<file path="config.mk">
export PLATFORM = sky130hd
export DESIGN_NAME = mem_stage_flat
export DESIGN_NICKNAME = d
export VERILOG_FILES = /design/src/rtl/mem_stage_pkg.sv /design/src/rtl/mem_stage_if.sv /design/src/rtl/mem_stage_load_ext.sv /design/src/rtl/mem_stage.sv /design/src/flat_wrapper.sv
export SDC_FILE = /design/constraint.sdc
export NUM_CORES = 1
export LEC_CHECK = 0
export CAP_MARGIN = 15
export CORE_ASPECT_RATIO = 1.1
export CORE_MARGIN = 1.5
export CORE_UTILIZATION = 45
export CTS_CLUSTER_SIZE = 20
export DETAILED_ROUTE_END_ITERATION = 8
export HOLD_SLACK_MARGIN = 0.1
export PLACE_DENSITY = 0.86
export SYNTH_ARGS = -nofsm -noshare
export SYNTH_HDL_FRONTEND = slang
export SYNTH_HIERARCHICAL = 1
export SYNTH_SLANG_ARGS = --single-unit
</file>
<file path="constraint.sdc">
create_clock -name clk -period 5.79 [get_ports clk]
set_clock_uncertainty 0.2 [all_clocks]
set_input_delay 1.158 -clock clk [delete_from_list [all_inputs] [get_ports clk]]
set_output_delay 1.158 -clock clk [all_outputs]
set_load 0.01 [all_outputs]
</file>
<file path="src/rtl/mem_stage_pkg.sv">
// Shared encodings for the memory-access stage.
// Opcodes, funct3 codes, FSM states and beat-count helpers.
package mem_stage_pkg;

   localparam logic [6:0] LOAD_CODE  = 7'b0000011;
   localparam logic [6:0] STORE_CODE = 7'b0100011;

   localparam logic [2:0] F3_LB  = 3'b000;
   localparam logic [2:0] F3_LH  = 3'b001;
   localparam logic [2:0] F3_LW  = 3'b010;
   localparam logic [2:0] F3_LBU = 3'b100;
   localparam logic [2:0] F3_LHU = 3'b101;
   localparam logic [2:0] F3_SB  = 3'b000;
   localparam logic [2:0] F3_SH  = 3'b001;
   localparam logic [2:0] F3_SW  = 3'b010;

   localparam logic [31:0] Zero_Word    = 32'h0;
   localparam logic [4:0]  Null_RegAddr = 5'h0;

   typedef enum logic [1:0] {
      S_IDLE   = 2'd0,
      S_ACCESS = 2'd1,
      S_DONE   = 2'd2
   } state_e;

   function automatic logic f3_legal(input logic st,
                                     input logic [2:0] f3);
      logic ok;
      if (st)
         ok = (f3 == F3_SB) | (f3 == F3_SH) | (f3 == F3_SW);
      else
         ok = (f3 == F3_LB) | (f3 == F3_LH) | (f3 == F3_LW) |
              (f3 == F3_LBU) | (f3 == F3_LHU);
      return ok;
   endfunction

   // Index of the final beat: 1, 2 or 4 bytes -> 0, 1 or 3.
   function automatic logic [1:0] last_beat(input logic [1:0] sz);
      return (sz == 2'd2) ? 2'd3 : sz;
   endfunction

endpackage

</file>
<file path="src/rtl/mem_stage_if.sv">
// Byte-wide ready-handshaked memory port.
// The stage is the master; the memory is the slave.
interface mem_stage_if #(
   parameter int ADDR_W = 17
);
   logic              mem_req_o;
   logic              mem_we_o;
   logic [ADDR_W-1:0] mem_addr_o;
   logic [7:0]        mem_wdata_o;
   logic [7:0]        mem_rdata_i;
   logic              mem_ready_i;

   modport master (
      output mem_req_o, mem_we_o, mem_addr_o, mem_wdata_o,
      input  mem_rdata_i, mem_ready_i
   );

   modport slave (
      input  mem_req_o, mem_we_o, mem_addr_o, mem_wdata_o,
      output mem_rdata_i, mem_ready_i
   );
endinterface

</file>
<file path="src/rtl/mem_stage_load_ext.sv">
// Load-data extension: funct3 plus assembled buffer to a
// sign- or zero-extended writeback word.
module load_ext
   import mem_stage_pkg::*;
(
   input  logic [2:0]  funct3,
   input  logic [31:0] lbuf,
   output logic [31:0] ext
);

   always_comb begin
      ext = Zero_Word;
      unique case (1'b1)
         (funct3 == F3_LB):  ext = {{24{lbuf[7]}}, lbuf[7:0]};
         (funct3 == F3_LH):  ext = {{16{lbuf[15]}}, lbuf[15:0]};
         (funct3 == F3_LW):  ext = lbuf;
         (funct3 == F3_LBU): ext = {24'h0, lbuf[7:0]};
         (funct3 == F3_LHU): ext = {16'h0, lbuf[15:0]};
         default:            ext = Zero_Word;
      endcase
   end

endmodule

</file>
<file path="src/rtl/mem_stage.sv">
// RV32I memory-access stage: byte-serial loads/stores with
// stall request, zero-latency pass-through for other ops.
module mem_stage
   import mem_stage_pkg::*;
#(
   parameter int ADDR_W = 17
) (
   input  logic         clk,
   input  logic         rst,
   input  logic         valid_i,
   input  logic [6:0]   op_i,
   input  logic [2:0]   funct3_i,
   input  logic [31:0]  mem_addr_i,
   input  logic [31:0]  reg_i,
   input  logic [4:0]   wd_i,
   input  logic         wreg_i,
   input  logic [31:0]  wdata_i,
   mem_stage_if.master  mem,
   output logic         stallreq_o,
   output logic [4:0]   wd_o,
   output logic         wreg_o,
   output logic [31:0]  wdata_o
);

   state_e            state;
   logic [1:0]        k;
   logic [1:0]        last_q;
   logic [ADDR_W-1:0] addr_q;
   logic [31:0]       sdata_q;
   logic              st_q;
   logic [2:0]        f3_q;
   logic [31:0]       buf_q;
   logic [31:0]       ext;

   logic is_ld;
   logic is_st;
   logic legal;
   logic acc;

   assign is_ld = valid_i & (op_i == LOAD_CODE);
   assign is_st = valid_i & (op_i == STORE_CODE);
   assign legal = (is_ld | is_st) & f3_legal(is_st, funct3_i);
   assign acc   = (state == S_ACCESS);

   always_ff @(posedge clk) begin
      if (rst) begin
         state   <= S_IDLE;
         k       <= 2'd0;
         last_q  <= 2'd0;
         addr_q  <= '0;
         sdata_q <= Zero_Word;
         st_q    <= 1'b0;
         f3_q    <= 3'd0;
         buf_q   <= Zero_Word;
      end else begin
         unique case (state)
            S_IDLE: begin
               if (legal) begin
                  k       <= 2'd0;
                  last_q  <= last_beat(funct3_i[1:0]);
                  addr_q  <= mem_addr_i[ADDR_W-1:0];
                  sdata_q <= reg_i;
                  st_q    <= is_st;
                  f3_q    <= funct3_i;
                  state   <= S_ACCESS;
               end
            end
            S_ACCESS: begin
               if (mem.mem_ready_i) begin
                  if (!st_q)
                     buf_q[{k, 3'b000} +: 8] <= mem.mem_rdata_i;
                  k <= k + 2'd1;
                  if (k == last_q)
                     state <= S_DONE;
               end
            end
            S_DONE:  state <= S_IDLE;
            default: state <= S_IDLE;
         endcase
      end
   end

   // Address wraps in the physical space by plain ADDR_W addition.
   assign mem.mem_req_o   = acc;
   assign mem.mem_we_o    = acc & st_q;
   assign mem.mem_addr_o  = acc ? addr_q + ADDR_W'(k) : '0;
   assign mem.mem_wdata_o = acc ? sdata_q[{k, 3'b000} +: 8] : 8'h0;

   load_ext u_ext (
      .funct3 (f3_q),
      .lbuf   (buf_q),
      .ext    (ext)
   );

   always_comb begin
      stallreq_o = 1'b0;
      wd_o       = wd_i;
      wreg_o     = wreg_i & valid_i;
      wdata_o    = wdata_i;
      unique case (state)
         S_IDLE: begin
            if (is_ld | is_st) begin
               wreg_o     = 1'b0;
               stallreq_o = legal;
            end
         end
         S_ACCESS: begin
            stallreq_o = 1'b1;
            wreg_o     = 1'b0;
         end
         S_DONE: begin
            wreg_o  = ~st_q & wreg_i;
            wdata_o = st_q ? wdata_i : ext;
         end
         default: ;
      endcase
   end

   logic unused;
   assign unused = ^{mem_addr_i[31:ADDR_W]};

endmodule

</file>
<file path="src/flat_wrapper.sv">
// flat-port wrapper written by rule: the top's interface ports become plain ports
module mem_stage_flat import mem_stage_pkg::*;
#(
   parameter int ADDR_W = 17
)
  (clk, rst, valid_i, op_i, funct3_i, mem_addr_i, reg_i, wd_i, wreg_i, wdata_i, stallreq_o, wd_o, wreg_o, wdata_o, mem_mem_req_o, mem_mem_we_o, mem_mem_addr_o, mem_mem_wdata_o, mem_mem_rdata_i, mem_mem_ready_i);
  mem_stage_if #(.ADDR_W(ADDR_W)) mem_i ();
  input  logic clk;
  input  logic rst;
  input  logic valid_i;
  input  logic [6:0] op_i;
  input  logic [2:0] funct3_i;
  input  logic [31:0] mem_addr_i;
  input  logic [31:0] reg_i;
  input  logic [4:0] wd_i;
  input  logic wreg_i;
  input  logic [31:0] wdata_i;
  output logic stallreq_o;
  output logic [4:0] wd_o;
  output logic wreg_o;
  output logic [31:0] wdata_o;
  output wire logic [$bits(mem_i.mem_req_o)-1:0] mem_mem_req_o;
  output wire logic [$bits(mem_i.mem_we_o)-1:0] mem_mem_we_o;
  output wire logic [$bits(mem_i.mem_addr_o)-1:0] mem_mem_addr_o;
  output wire logic [$bits(mem_i.mem_wdata_o)-1:0] mem_mem_wdata_o;
  input wire logic [$bits(mem_i.mem_rdata_i)-1:0] mem_mem_rdata_i;
  input wire logic [$bits(mem_i.mem_ready_i)-1:0] mem_mem_ready_i;
  assign mem_mem_req_o = mem_i.mem_req_o;
  assign mem_mem_we_o = mem_i.mem_we_o;
  assign mem_mem_addr_o = mem_i.mem_addr_o;
  assign mem_mem_wdata_o = mem_i.mem_wdata_o;
  assign mem_i.mem_rdata_i = mem_mem_rdata_i;
  assign mem_i.mem_ready_i = mem_mem_ready_i;
  mem_stage #(.ADDR_W(ADDR_W)) u_core (.clk(clk), .rst(rst), .valid_i(valid_i), .op_i(op_i), .funct3_i(funct3_i), .mem_addr_i(mem_addr_i), .reg_i(reg_i), .wd_i(wd_i), .wreg_i(wreg_i), .wdata_i(wdata_i), .mem(mem_i), .stallreq_o(stallreq_o), .wd_o(wd_o), .wreg_o(wreg_o), .wdata_o(wdata_o));
endmodule
</file>
Yosys cells after proc, flatten, opt, wreduce, memory -nomap -nowiden. Cells that the tools add are included.

Bits in registers: 91. Input port bits: 124. Word-level logic and storage cells: 70.

$add $sub $neg: 3. Equality and inequality tests: 17. Shift-type cells: 3. Mux-type cells: 19. Bitwise operators: 12. Reduce and logical (&&, ||, !) cells: 8.

Operators by type and width (number): 32-bit case mux with 5 select lines (1); 32-bit two-way mux (2); 32-bit bitwise mux (1); 8-bit by 7-bit variable shift with 32-bit output (first input constant) (1); 32-bit by 6-bit variable part select with 8-bit output (1); 8-bit by 7-bit variable part select with 32-bit output (1); 17-bit by 2-bit adder with 17-bit output (1); 17-bit two-way mux (1); 3-bit equality test (second input constant) (4); 2-bit two-way mux (6); 3-bit AND reduction (3); 8-bit two-way mux (1); 2-bit case mux with 2 select lines (2); 7-bit by 2-bit equality test with 1-bit output (second input constant) (1); 7-bit by 6-bit equality test with 1-bit output (second input constant) (1); 5-bit negator with 7-bit output (1); 1-bit AND (6); 3-bit by 1-bit equality test with 1-bit output (second input constant) (2); 3-bit by 2-bit equality test with 1-bit output (second input constant) (2); 3-bit zero test (2); 1-bit bitwise OR (5); 2-bit equality test (second input constant) (2); 2-bit != test (second input constant) (2); 1-bit two-way mux (3); 10 further kinds (10).

Logic depth before layout (Yosys ltp).
Depth in word-level cells: 9. Mapped depth: 8.

Modules after synthesis. The synthesis kept the hierarchy.

Modules (own cells, without submodules): mem_stage (instances 1, cells each 558, area each 4510.6 sq um, sequential area each 1821.7 sq um); load_ext (instances 1, cells each 71, area each 593.1 sq um, sequential area each 0.0 sq um).

Worst setup path after synthesis. No wires, ideal clock.

Path type: flip-flop to output port. Start point: register u_core.k[1]. End point: output port mem_mem_addr_o[16]. Data arrival time: 2.439 ns. Required time: 4.432 ns. Setup slack: 1.993 ns. Cell stages (with the launch flop): 8. Buffers on the path: 1. Path through: dfxtp_1 > clkbuf_1 > inv_1 > fa_1 > and4b_1 > nand4_1 > or3_1 > a21oi_1.

Longest elaborated chain between the ends: 2.

RTL lines: start, declared (RTL line mem_stage.sv:26) `logic [1:0] k;`; start signal, assigned (RTL line mem_stage.sv:72) `k <= k + 2'd1;`; 17-bit by 2-bit adder with 17-bit output (RTL line mem_stage.sv:86) `assign mem.mem_addr_o = acc ? addr_q + ADDR_W'(k) : '0;`; 17-bit two-way mux (RTL line mem_stage.sv:86); end, declared (RTL line flat_wrapper.sv:24) `output wire logic [$bits(mem_i.mem_addr_o)-1:0] mem_mem_addr_o;`.

No other way between the ends.

Worst setup path after layout.
Start point: input port valid_i. End point: output port stallreq_o.

Longest elaborated chain between the ends: 5. Elaborated cells on any way between the ends: 7. Classes of those cells: 3 x mux; 4 x bitwise.

RTL lines: start, declared (RTL line flat_wrapper.sv:10) `input logic valid_i;`; 1-bit AND, on equally long branches (RTL line mem_stage.sv:40, mem_stage.sv:41); 1-bit bitwise OR / 1-bit two-way mux (equally long branches) (RTL line mem_stage.sv:42, mem_stage.sv:102, mem_stage_pkg.sv:29); 1-bit AND (RTL line mem_stage.sv:42) `assign legal = (is_ld | is_st) & f3_legal(is_st, funct3_i);`; 1-bit two-way mux * (RTL line mem_stage.sv:102) `if (is_ld | is_st) begin`; 1-bit case mux with 2 select lines * (RTL line mem_stage.sv:100) `unique case (state)`; end, declared (RTL line flat_wrapper.sv:18) `output logic stallreq_o;`.

Mark *: on every way between the ends. The rest lies on a longest branch, timed or not.

==> results.sh <==
export IMPL_outcome="finished, final reports clean"
export IMPL_synth_cells=629
export IMPL_cp_required_ps=4430
export IMPL_rows=40
export IMPL_worst_setup_path_type="input pin to primary output"
export IMPL_layout_drive_gt1_share_pct=9.82
export IMPL_syn2layout_area_growth_pct=36.8
export IMPL_min_path_type="flop to flop"
export IMPL_pin_count=190
export IMPL_synth_edf_count=0
export IMPL_cp_arrival_ps=3310
export IMPL_critical_path_max_fanout=6
export IMPL_placed_area_sq_um=6710
export IMPL_post_route_cell_area_sq_um=6980
export IMPL_synth_area_per_cell_sq_um=8.11
export IMPL_synthFlopType="dfxtp_1"
export IMPL_grt_usage_pct=22.2
export IMPL_cellPowerDensity_nw_per_um2=186
export IMPL_portBuffers=164
export IMPL_final_setup_tns_ps=0
export IMPL_ys_warn_count=6
export IMPL_p_leak_nw=2.19
export IMPL_timing_rr_end="u_core/buf_q[8]"
export IMPL_post_route_util_pct=63.4
export IMPL_maxSlewViolCount=0
export IMPL_regToRegSetupSlack_ps=3310
export IMPL_tightest_slew_ps=934
export IMPL_synth_top_area_share_pct=35.7
export IMPL_min_period_ps=4670
export IMPL_grt_max_degree=93
export IMPL_drt_iter0_markers=273
export IMPL_post_cts_buffers=0
export IMPL_grt_setup_unrepaired="false"
export IMPL_synth_area_top_cells="dfxtp_1 (36%), nand2_1 (11%), a21oi_1 (8.8%)"
export IMPL_critPathLaunch="valid_i"
export IMPL_fp_dieW_um=105
export IMPL_ant_nets=0
export IMPL_slew_headroom_pct=37.7
export IMPL_hold_violations=0
export IMPL_antenna_found_initial=0
export IMPL_insertion_delay_ps=330
export IMPL_fin_crit_sh_pct=80.7
export IMPL_grt_pass1_wl_mm=21.7
export IMPL_cp_endpoint="stallreq_o"
export IMPL_synthArstFlopShare_pct=0
export IMPL_diodes=0
export IMPL_cts_buffers_inserted=9
export IMPL_routed_via_density=5.45
export IMPL_routedWlPerCell_um=14.8
export IMPL_cts_tree="built"
export IMPL_drc=0
export IMPL_clk_path_buf_depth=2
export IMPL_synth_top_area_cell="dfxtp_1"
export IMPL_worstSetupStartpointType="input pin"
export IMPL_core_area_sq_um=11000
export IMPL_cts_sinks=91
export IMPL_die_area_sq_um=12000
export IMPL_start_util_pct=46.4
export IMPL_fmax_mhz=214
export IMPL_root_buffer="clkbuf_16"
export IMPL_r2r_start="u_core/k[0]"
export IMPL_setup_ws_ps=1120
export IMPL_wirelength_mm=13.5
export IMPL_synth_seq_cells=91
export IMPL_drt_pass1_iterations=5
export IMPL_fillers=928
export IMPL_gp_congestion=0.825
export IMPL_seq_area_frac_synth_pct=35.7
export IMPL_layout_common_cells="clkdlybuf4s50_1 (163), nand2_1 (145), dfxtp_1 (91)"
export IMPL_place_hpwl_mm=9.83
export IMPL_ctsResizeCount=0
export IMPL_fin_nets=891
export IMPL_syn_area_sq_um=5100
export IMPL_first_global_vias=4712
export IMPL_grt_remaining_overflow=0
export IMPL_htreeDepth=3
export IMPL_layout_commonest_cell="clkdlybuf4s50_1"
export IMPL_syn_nets=761
export IMPL_end_kind="primary output"
export IMPL_place_ws_ps=1160
export IMPL_hold_buffers=0
export IMPL_rr_worst_depth=7
export IMPL_clk_pin_slew_ps=60
export IMPL_irDropWorstVdd_v=0.000138
export IMPL_cap_violations=0
export IMPL_synth_cell_types=53
export IMPL_setup_viol=0
export IMPL_via_count=4966
export IMPL_die_h_um=115
==> cells in the mapped netlist, types with 8 or more instances <==
| master | count |
|---|---|
| nand2_1 | 145 |
| clkbuf_1 | 25 |
| a21oi_1 | 90 |
| o21ai_0 | 11 |
| mux2i_1 | 24 |
| o21ai_1 | 9 |
| and2_1 | 23 |
| dfxtp_1 | 91 |
| mux4_2 | 8 |
| nand3_1 | 40 |
| nor2_1 | 21 |
| mux2_2 | 32 |
| buf_2 | 13 |
==> power by group <==
| group | total (mW) | switching, mW | internal (mW) |
|---|---|---|---|
| combinational | 0.136 | 0.0436 | 0.0927 |
| sequential | 0.628 | 0.000847 | 0.627 |
| clock | 0.538 | 0.244 | 0.294 |
==> worst max-delay path: stages <==
cell,delay [ps]
clkdlybuf4s50_1,520
nor4b_2,560
and4_2,360
nor2_1,40
nor2_1,90
clkdlybuf4s50_1,570
==> cells by family (layout without fill, tap and decap cells) <==
logic type,count (synthesis),count (layout),synth area share [%]
xor+xnor,12,12,2.06
simple gates,266,266,24.7
mux,64,64,15.3
flops,91,91,35.7
fa+ha+maj,8,8,2.11
buf+inv,58,193,5.86
compound gates,130,130,14.3
==> worst min path at each step <==
stage / from / end / slack, ps / cells after the start
5_1_grt: u_core/buf_q[16] / u_core/buf_q[16] / 270 / 2
3_3_place_gp: u_core/sdata_q[24] / u_core/sdata_q[24] / 240 / 2
6_report: u_core/buf_q[21] / u_core/buf_q[21] / 250 / 2
4_1_cts: u_core/buf_q[16] / u_core/buf_q[16] / 250 / 2
2_1_floorplan: u_core/buf_q[0] / u_core/buf_q[0] / 230 / 2
3_5_place_dp: u_core/sdata_q[22] / u_core/sdata_q[22] / 240 / 2
==> sequential cells by signal, summed over array words and instances, names as in the netlist <==
name,flops
u_core/addr_q,17
u_core/buf_q,32
u_core/f3_q,3
u_core/k,2
u_core/last_q,2
u_core/sdata_q,32
u_core/st_q,1
u_core/state,2
==> layer usage <==
metal  track usage, %  routed length (um)  share of wire, %  up-vias
met5                0                   0                 0        -
met2             40.3                6790                50      230
met4             7.87                 279               2.1        0
li1                 -                   -                 -     2429
met1             26.2                5530                41     2285
met3             4.15                 914               6.8       22
==> final cells by class <==
cell class	instances	area [sq um]	area share [%]
inverter	6	22.5	0.323
clock inverter	6	47.5	0.681
sequential	91	1820	26.1
clock buffer	10	229	3.28
multi-input combinational	480	2990	42.8
timing repair buffer	171	1690	24.2
tap	147	184	2.63
==> through the flow <==
step | std cells | power [mW] | hold slack [ps]
2_1_floorplan | 629 | 0.680 | 227
3_3_place_gp | 895 | 0.776 | 239
3_5_place_dp | 895 | 0.778 | 244
4_1_cts | 911 | 1.31 | 254
5_1_grt | 911 | 1.35 | 266
6_report | 911 | 1.30 | 254
Power figures use the tool's default switching activity.
==> patch 1 (same flow settings) <==
`ADDR_W` is set to 17 in 3 places; all go to 19.
--- a/src/rtl/mem_stage_if.sv
+++ b/src/rtl/mem_stage_if.sv
@@ -1,7 +1,7 @@
 // Byte-wide ready-handshaked memory port.
 // The stage is the master; the memory is the slave.
 interface mem_stage_if #(
-   parameter int ADDR_W = 17
+   parameter int ADDR_W = 19
 );
    logic              mem_req_o;
    logic              mem_we_o;
--- a/src/rtl/mem_stage.sv
+++ b/src/rtl/mem_stage.sv
@@ -3,7 +3,7 @@
 module mem_stage
    import mem_stage_pkg::*;
 #(
-   parameter int ADDR_W = 17
+   parameter int ADDR_W = 19
 ) (
    input  logic         clk,
    input  logic         rst,
--- a/src/flat_wrapper.sv
+++ b/src/flat_wrapper.sv
@@ -1,7 +1,7 @@
 // flat-port wrapper written by rule: the top's interface ports become plain ports
 module mem_stage_flat import mem_stage_pkg::*;
 #(
-   parameter int ADDR_W = 17
+   parameter int ADDR_W = 19
 )
   (clk, rst, valid_i, op_i, funct3_i, mem_addr_i, reg_i, wd_i, wreg_i, wdata_i, stallreq_o, wd_o, wreg_o, wdata_o, mem_mem_req_o, mem_mem_we_o, mem_mem_addr_o, mem_mem_wdata_o, mem_mem_rdata_i, mem_mem_ready_i);
   mem_stage_if #(.ADDR_W(ADDR_W)) mem_i ();
Interface: changed (resized mem_mem_addr_o); port bits go from 190 to 192. The function was not compared with the original's and may differ.
==> patch 1 against the original RTL <==
  * Clock power is 11% higher
  * Total power grew 5.8%
  * Via count is 0.58% higher
  * Final cell count grew 3.3%
  * Sequential share of layout area shrank 0.25 points
  * Worst setup slack improved by 0.25 ns
  * Area after synthesis is 3.2% higher
  * Sequential cell count up 2
  * Routed wire length shrank 0.74%
  * Cell area rose by 3.2%
==> patch 1: results (changes against the original RTL) <==
Critical Path AT: 3.06 ns (-0.25 ns)
layout cells sized above 1: 0.09608 (-0.002087)
Rel. slew slack: 0.2986 (-0.07856)
std cell rows: 41 (+2.5%)
critical path peak fanout: 5 (-1)
largest net degree at the start of global routing: 59 (-37%)
sequential share of the synthesized area: 0.3536 (-0.003338)
GR Util All Layers: 0.2161 (-0.005929)
Mapped Nets: 784 (+3.0%)
VDD IR max: 0.1185 mV (-14%)
wl on met1: 5883 um (+6.5%)
Leakage: 2.264 nW (+3.2%)
FILL cells: 994 (+7.1%)
Nets: 918 (+3.0%)
Largest regs: u_core/buf_q x32, u_core/sdata_q x32, u_core/addr_q x19
initial core utilization: 0.4602 (-0.003280)
vias per cell: 5.308 (-2.6%)
most frequent cells after synthesis: nand2_1, a21oi_1, dfxtp_1
routed wl met3: 776 um (-15%)
clk_lat worst skew: 0.33 ns (about the same)
first-pass GRT wire length: 21690 um (-0.29%)
Placer Congestion: 0.8060 (-2.3%)
WL met2: 6509 um (-4.2%)
CP delay by family, top: simple AND/OR/NAND/NOR gates
Netlist cell types: 49 (-7.5%)
drt initial violations: 262 (-4.0%)
run status: finished clean
post-DP HPWL: 9549 um (-2.8%)
vias in the first global route: 4628 (-1.8%)
Syn. warnings: 6 (unchanged)
Port Buffers: 168 (+2.4%)
Pre-antenna DRT Iters: 4 (-1)
largest cells by area after synthesis: dfxtp_1, nand2_1, a21oi_1
DP Area: 0.006904 sq mm (+2.9%)
routed len/inst: 14.25 um (-3.9%)
## patch 1: path summary, 6_finish.rpt
path	startpoint	endpoint	slack (ns)	cells after the start
hold / removal	u_core/sdata_q[9]$_SDFFE_PP0P_	u_core/sdata_q[9]$_SDFFE_PP0P_	0.25	2
setup / recovery	u_core/k[0]$_SDFFE_PP0P_	mem_mem_addr_o[18]	1.37	8
setup reg to reg	u_core/k[0]$_SDFFE_PP0P_	u_core/buf_q[12]$_SDFFE_PP0P_	3.16	6
hold reg to reg	u_core/sdata_q[9]$_SDFFE_PP0P_	u_core/sdata_q[9]$_SDFFE_PP0P_	0.25	2
## patch 1: cell type report
| cell class | count | area [sq um] | share of cell area |
|---|---|---|---|
| Clock buffer | 11 | 242.7 | 0.03369 |
| Inverter | 9 | 33.78 | 0.004688 |
| Tap cell | 150 | 187.7 | 0.02605 |
| Sequential cell | 93 | 1862 | 0.2584 |
| Timing Repair Buffer | 175 | 1729 | 0.2400 |
| Clock inverter | 5 | 58.81 | 0.008161 |
| Multi-Input combinational cell | 498 | 3092 | 0.4291 |
## patch 1: cell families after synthesis
family / Yosys count / synth area share
AO/OA/AOI/OAI: 140 / 0.1481
XOR/XNOR: 12 / 0.01996
adder cells (fa/ha/maj): 8 / 0.02044
buffers and inverters: 61 / 0.06036
flip-flops: 93 / 0.3536
multiplexers: 64 / 0.1483
AND/OR/NAND/NOR: 274 / 0.2493
## patch 1: tightest hold or removal path, stage by stage (launching register included)
cell and delay, ns:
dfxtp_1 0.31, nand2_1 0.05, a21oi_1 0.05
## patch 1: power by group
part / leakage, nW / total [mW] / internal [mW] / switching, mW
logic: 1.37 / 0.139 / 0.0942 / 0.0446
clock network: 0.142 / 0.596 / 0.348 / 0.249
registers: 0.749 / 0.641 / 0.640 / 0.000839
total: 2.26 / 1.38 / 1.08 / 0.294
## patch 1: through the flow
step / setup WS, ns / power, mW / cells
6_report: 1.370 / 1.376 / 941
3_5_place_dp: 1.369 / 0.7946 / 925
5_1_grt: 1.195 / 1.426 / 941
2_1_floorplan: 1.971 / 0.6953 / 652
4_1_cts: 1.368 / 1.389 / 941
3_3_place_gp: 1.393 / 0.7930 / 925
## patch 1: per-layer routing
metal | track usage | vias to the layer above
li1 | - | 2520
met1 | 0.2638 | 2299
met2 | 0.3738 | 155
met3 | 0.04911 | 21
met4 | 0.08018 | 0
met5 | 0 | -
==> patch 2 (config.mk and constraints unchanged) <==
Without the edit above. Reset style: asynchronous (`rst`), changed in one clocked block.
--- a/src/rtl/mem_stage.sv
+++ b/src/rtl/mem_stage.sv
@@ -42,7 +42,7 @@
    assign legal = (is_ld | is_st) & f3_legal(is_st, funct3_i);
    assign acc   = (state == S_ACCESS);
 
-   always_ff @(posedge clk) begin
+   always_ff @(posedge clk or posedge rst) begin
       if (rst) begin
          state   <= S_IDLE;
          k       <= 2'd0;
Check against the original RTL: differs if rst is asserted again (counterexample within 4 cycles, from zero or initial values and one cycle with rst high); with rst held inactive, the same outputs for 4 cycles.
==> patch 2 against the original RTL <==
  * Synthesized cell count decreased by 21%
  * Area after synthesis increased by 7.7%
  * Routed wire length increased by 0.52%
  * Core utilization decreased by 1.3 points
  * Worst setup slack got worse by 0.23 ns
  * Non-clock buffer count decreased by 1
  * Count of clock-buffer cells in the layout increased by 3
  * First-iteration DRC count decreased by 36%
  * Critical path type is now reg2out
  * Cell area increased by 6.6%
  * Sequential cell count unchanged
Power is not compared: it rests on default switching activity, and its combinational part moved more than twofold at a synthesized area within 25%.
==> patch 2: results (changes against the original RTL) <==
run status: finished clean
slowest CP cell: dfrtp_1
drt initial violations: 176 (-36%)
FILL cells: 953 (+2.7%)
Rel. slew slack: 0.2932 (-0.08399)
postcts setup bufs: 0 (unchanged)
Placer Congestion: 0.8406 (+1.9%)
Syn. warnings: 6 (unchanged)
ANT cells: 0 (unchanged)
M2 GR Usage: 0.3742 (-0.02842)
vias per cell: 5.309 (-2.6%)
Pre-antenna DRT Iters: 4 (-1)
clk_lat worst skew: 0.33 ns (about the same)
Largest regs: u_core/buf_q x32, u_core/sdata_q x32, u_core/addr_q x17
CTS Buf Count: 9 (unchanged)
CTS H-tree depth: 3 (unchanged)
largest cells by area after synthesis: dfrtp_1, mux2_4, mux2_2
ys async rst share: 1.000 (+1.000)
sequential share of the synthesized area: 0.4144 (+0.05744)
CTS clk-pin slew, worst paths: 0.06 ns (about the same)
CTS resizes: 0 (unchanged)
first-pass GRT wire length: 21740 um (about the same)
met3 Resource Use GR: 0.05473 (+0.01319)
VDD IR max: 0.1351 mV
Worst path max stage delay: 0.81 ns (+0.24 ns)
Port Buffers: 164 (unchanged)
Setup Viol. Count Final: 0 (unchanged)
HP Class: reg2reg
most frequent cells after synthesis: dfrtp_1, nand2_1, mux2_2
Nets: 774 (-13%)
GR Util All Layers: 0.2148 (-0.007265)
root buffer cell: clkbuf_16
Mapped Nets: 629 (-17%)
vias in the first global route: 4520 (-4.1%)
antenna violations before repair: 0 (unchanged)
Critical Path AT: 3.54 ns (+0.23 ns)
CTS max path bufs: 2 (unchanged)
Leakage: 3.171 nW
layout cells sized above 1: 0.1920 (+0.09378)
critical path peak fanout: 13 (+7)
largest net degree at the start of global routing: 61 (-34%)
ys flop type: dfrtp_1
routed len/inst: 16.98 um (+14%)
met1 Track Usage GR: 0.2535 (-0.008564)
Netlist cell types: 53 (unchanged)
post-DP HPWL: 9943 um (+1.2%)
[patch 2: cell types whose count changed in the layout (fill, tap and decap cells not counted), moves of 4 or more]
cell,delta
mux2_4,+37
dfxtp_1,-91
mux2_2,+16
nand2_1,-69
nand3_1,-35
clkinvlp_4,-4
dfrtp_1,+91
o21ai_0,+29
a21oi_1,-85
[patch 2: critical path, delay by kind of cell, from the launching register on]
kind | cells | cell delay (ns)
and+or+nand+nor | 4 | 1.03
buffers and inverters | 2 | 0.83
DFF | 1 | 0.81
adders and majority gates | 1 | 0.55
[patch 2: final timing paths]
| path | from | to | slack (ns) | cells after the start |
|---|---|---|---|---|
| worst max-delay path | u_core/k[1]$_DFFE_PP0P_ | mem_mem_addr_o[14] | 0.89 | 7 |
| worst min-delay path | u_core/buf_q[0]$_DFFE_PP0P_ | u_core/buf_q[0]$_DFFE_PP0P_ | 0.29 | 2 |
| worst max register to register | u_core/k[1]$_DFFE_PP0P_ | u_core/buf_q[16]$_DFFE_PP0P_ | 2.74 | 5 |
| worst min register to register | u_core/buf_q[0]$_DFFE_PP0P_ | u_core/buf_q[0]$_DFFE_PP0P_ | 0.29 | 2 |
| max in group asynchronous | rst | u_core/sdata_q[9]$_DFFE_PP0P_ | 3.83 | 3 |
| min in group asynchronous | rst | u_core/state[0]$_DFFE_PP0P_ | 0.88 | 2 |
[patch 2: logic make-up after synthesis]
logic type               Yosys count  share of synthesized area
multiplexers                     118                     0.2778
flip-flops                        91                     0.4144
AND/OR/NAND/NOR                  147                     0.1339
adder cells (fa/ha/maj)            8                    0.01958
buffers and inverters             44                    0.05009
XOR/XNOR                          12                    0.01913
AO/OA/AOI/OAI                     77                    0.08516
[patch 2: power breakdown]
part,switching [mW],internal [mW]
Combinational,0.400,0.422
Clock,0.228,0.323
Sequential,0.156,0.775
[patch 2: per-stage QoR]
step / instance area (sq um) / instances / worst slack (ns) / utilization / hold slack (ns)
after floorplan: 5495 / 497 / 2.068 / - / 0.2418
after global placement: 7134 / 784 / 1.291 / 0.5954 / 0.2562
after detailed placement: 7134 / 784 / 1.228 / 0.5954 / 0.2714
after CTS: 7415 / 799 / 0.8509 / 0.6188 / 0.2850
after global routing: 7442 / 800 / 0.7214 / 0.6211 / 0.3059
final: 7442 / 800 / 0.8906 / 0.6211 / 0.2850
[patch 2: final cells by class]
| type | count | share of cell area |
|---|---|---|
| inverters | 8 | 0.004203 |
| clock inverters | 2 | 0.001345 |
| well taps | 154 | 0.02589 |
| clock buffers | 13 | 0.03631 |
| flip-flops and latches | 91 | 0.3060 |
| multi-input cells | 362 | 0.3969 |
| repair buffers | 170 | 0.2293 |
[patch 2: per-layer routing]
layer | wire length, um | share of wire
met1 | 5554 | 0.41
met2 | 6800 | 0.50
met3 | 980 | 0.072
met4 | 247 | 0.018
met5 | 0 | 0
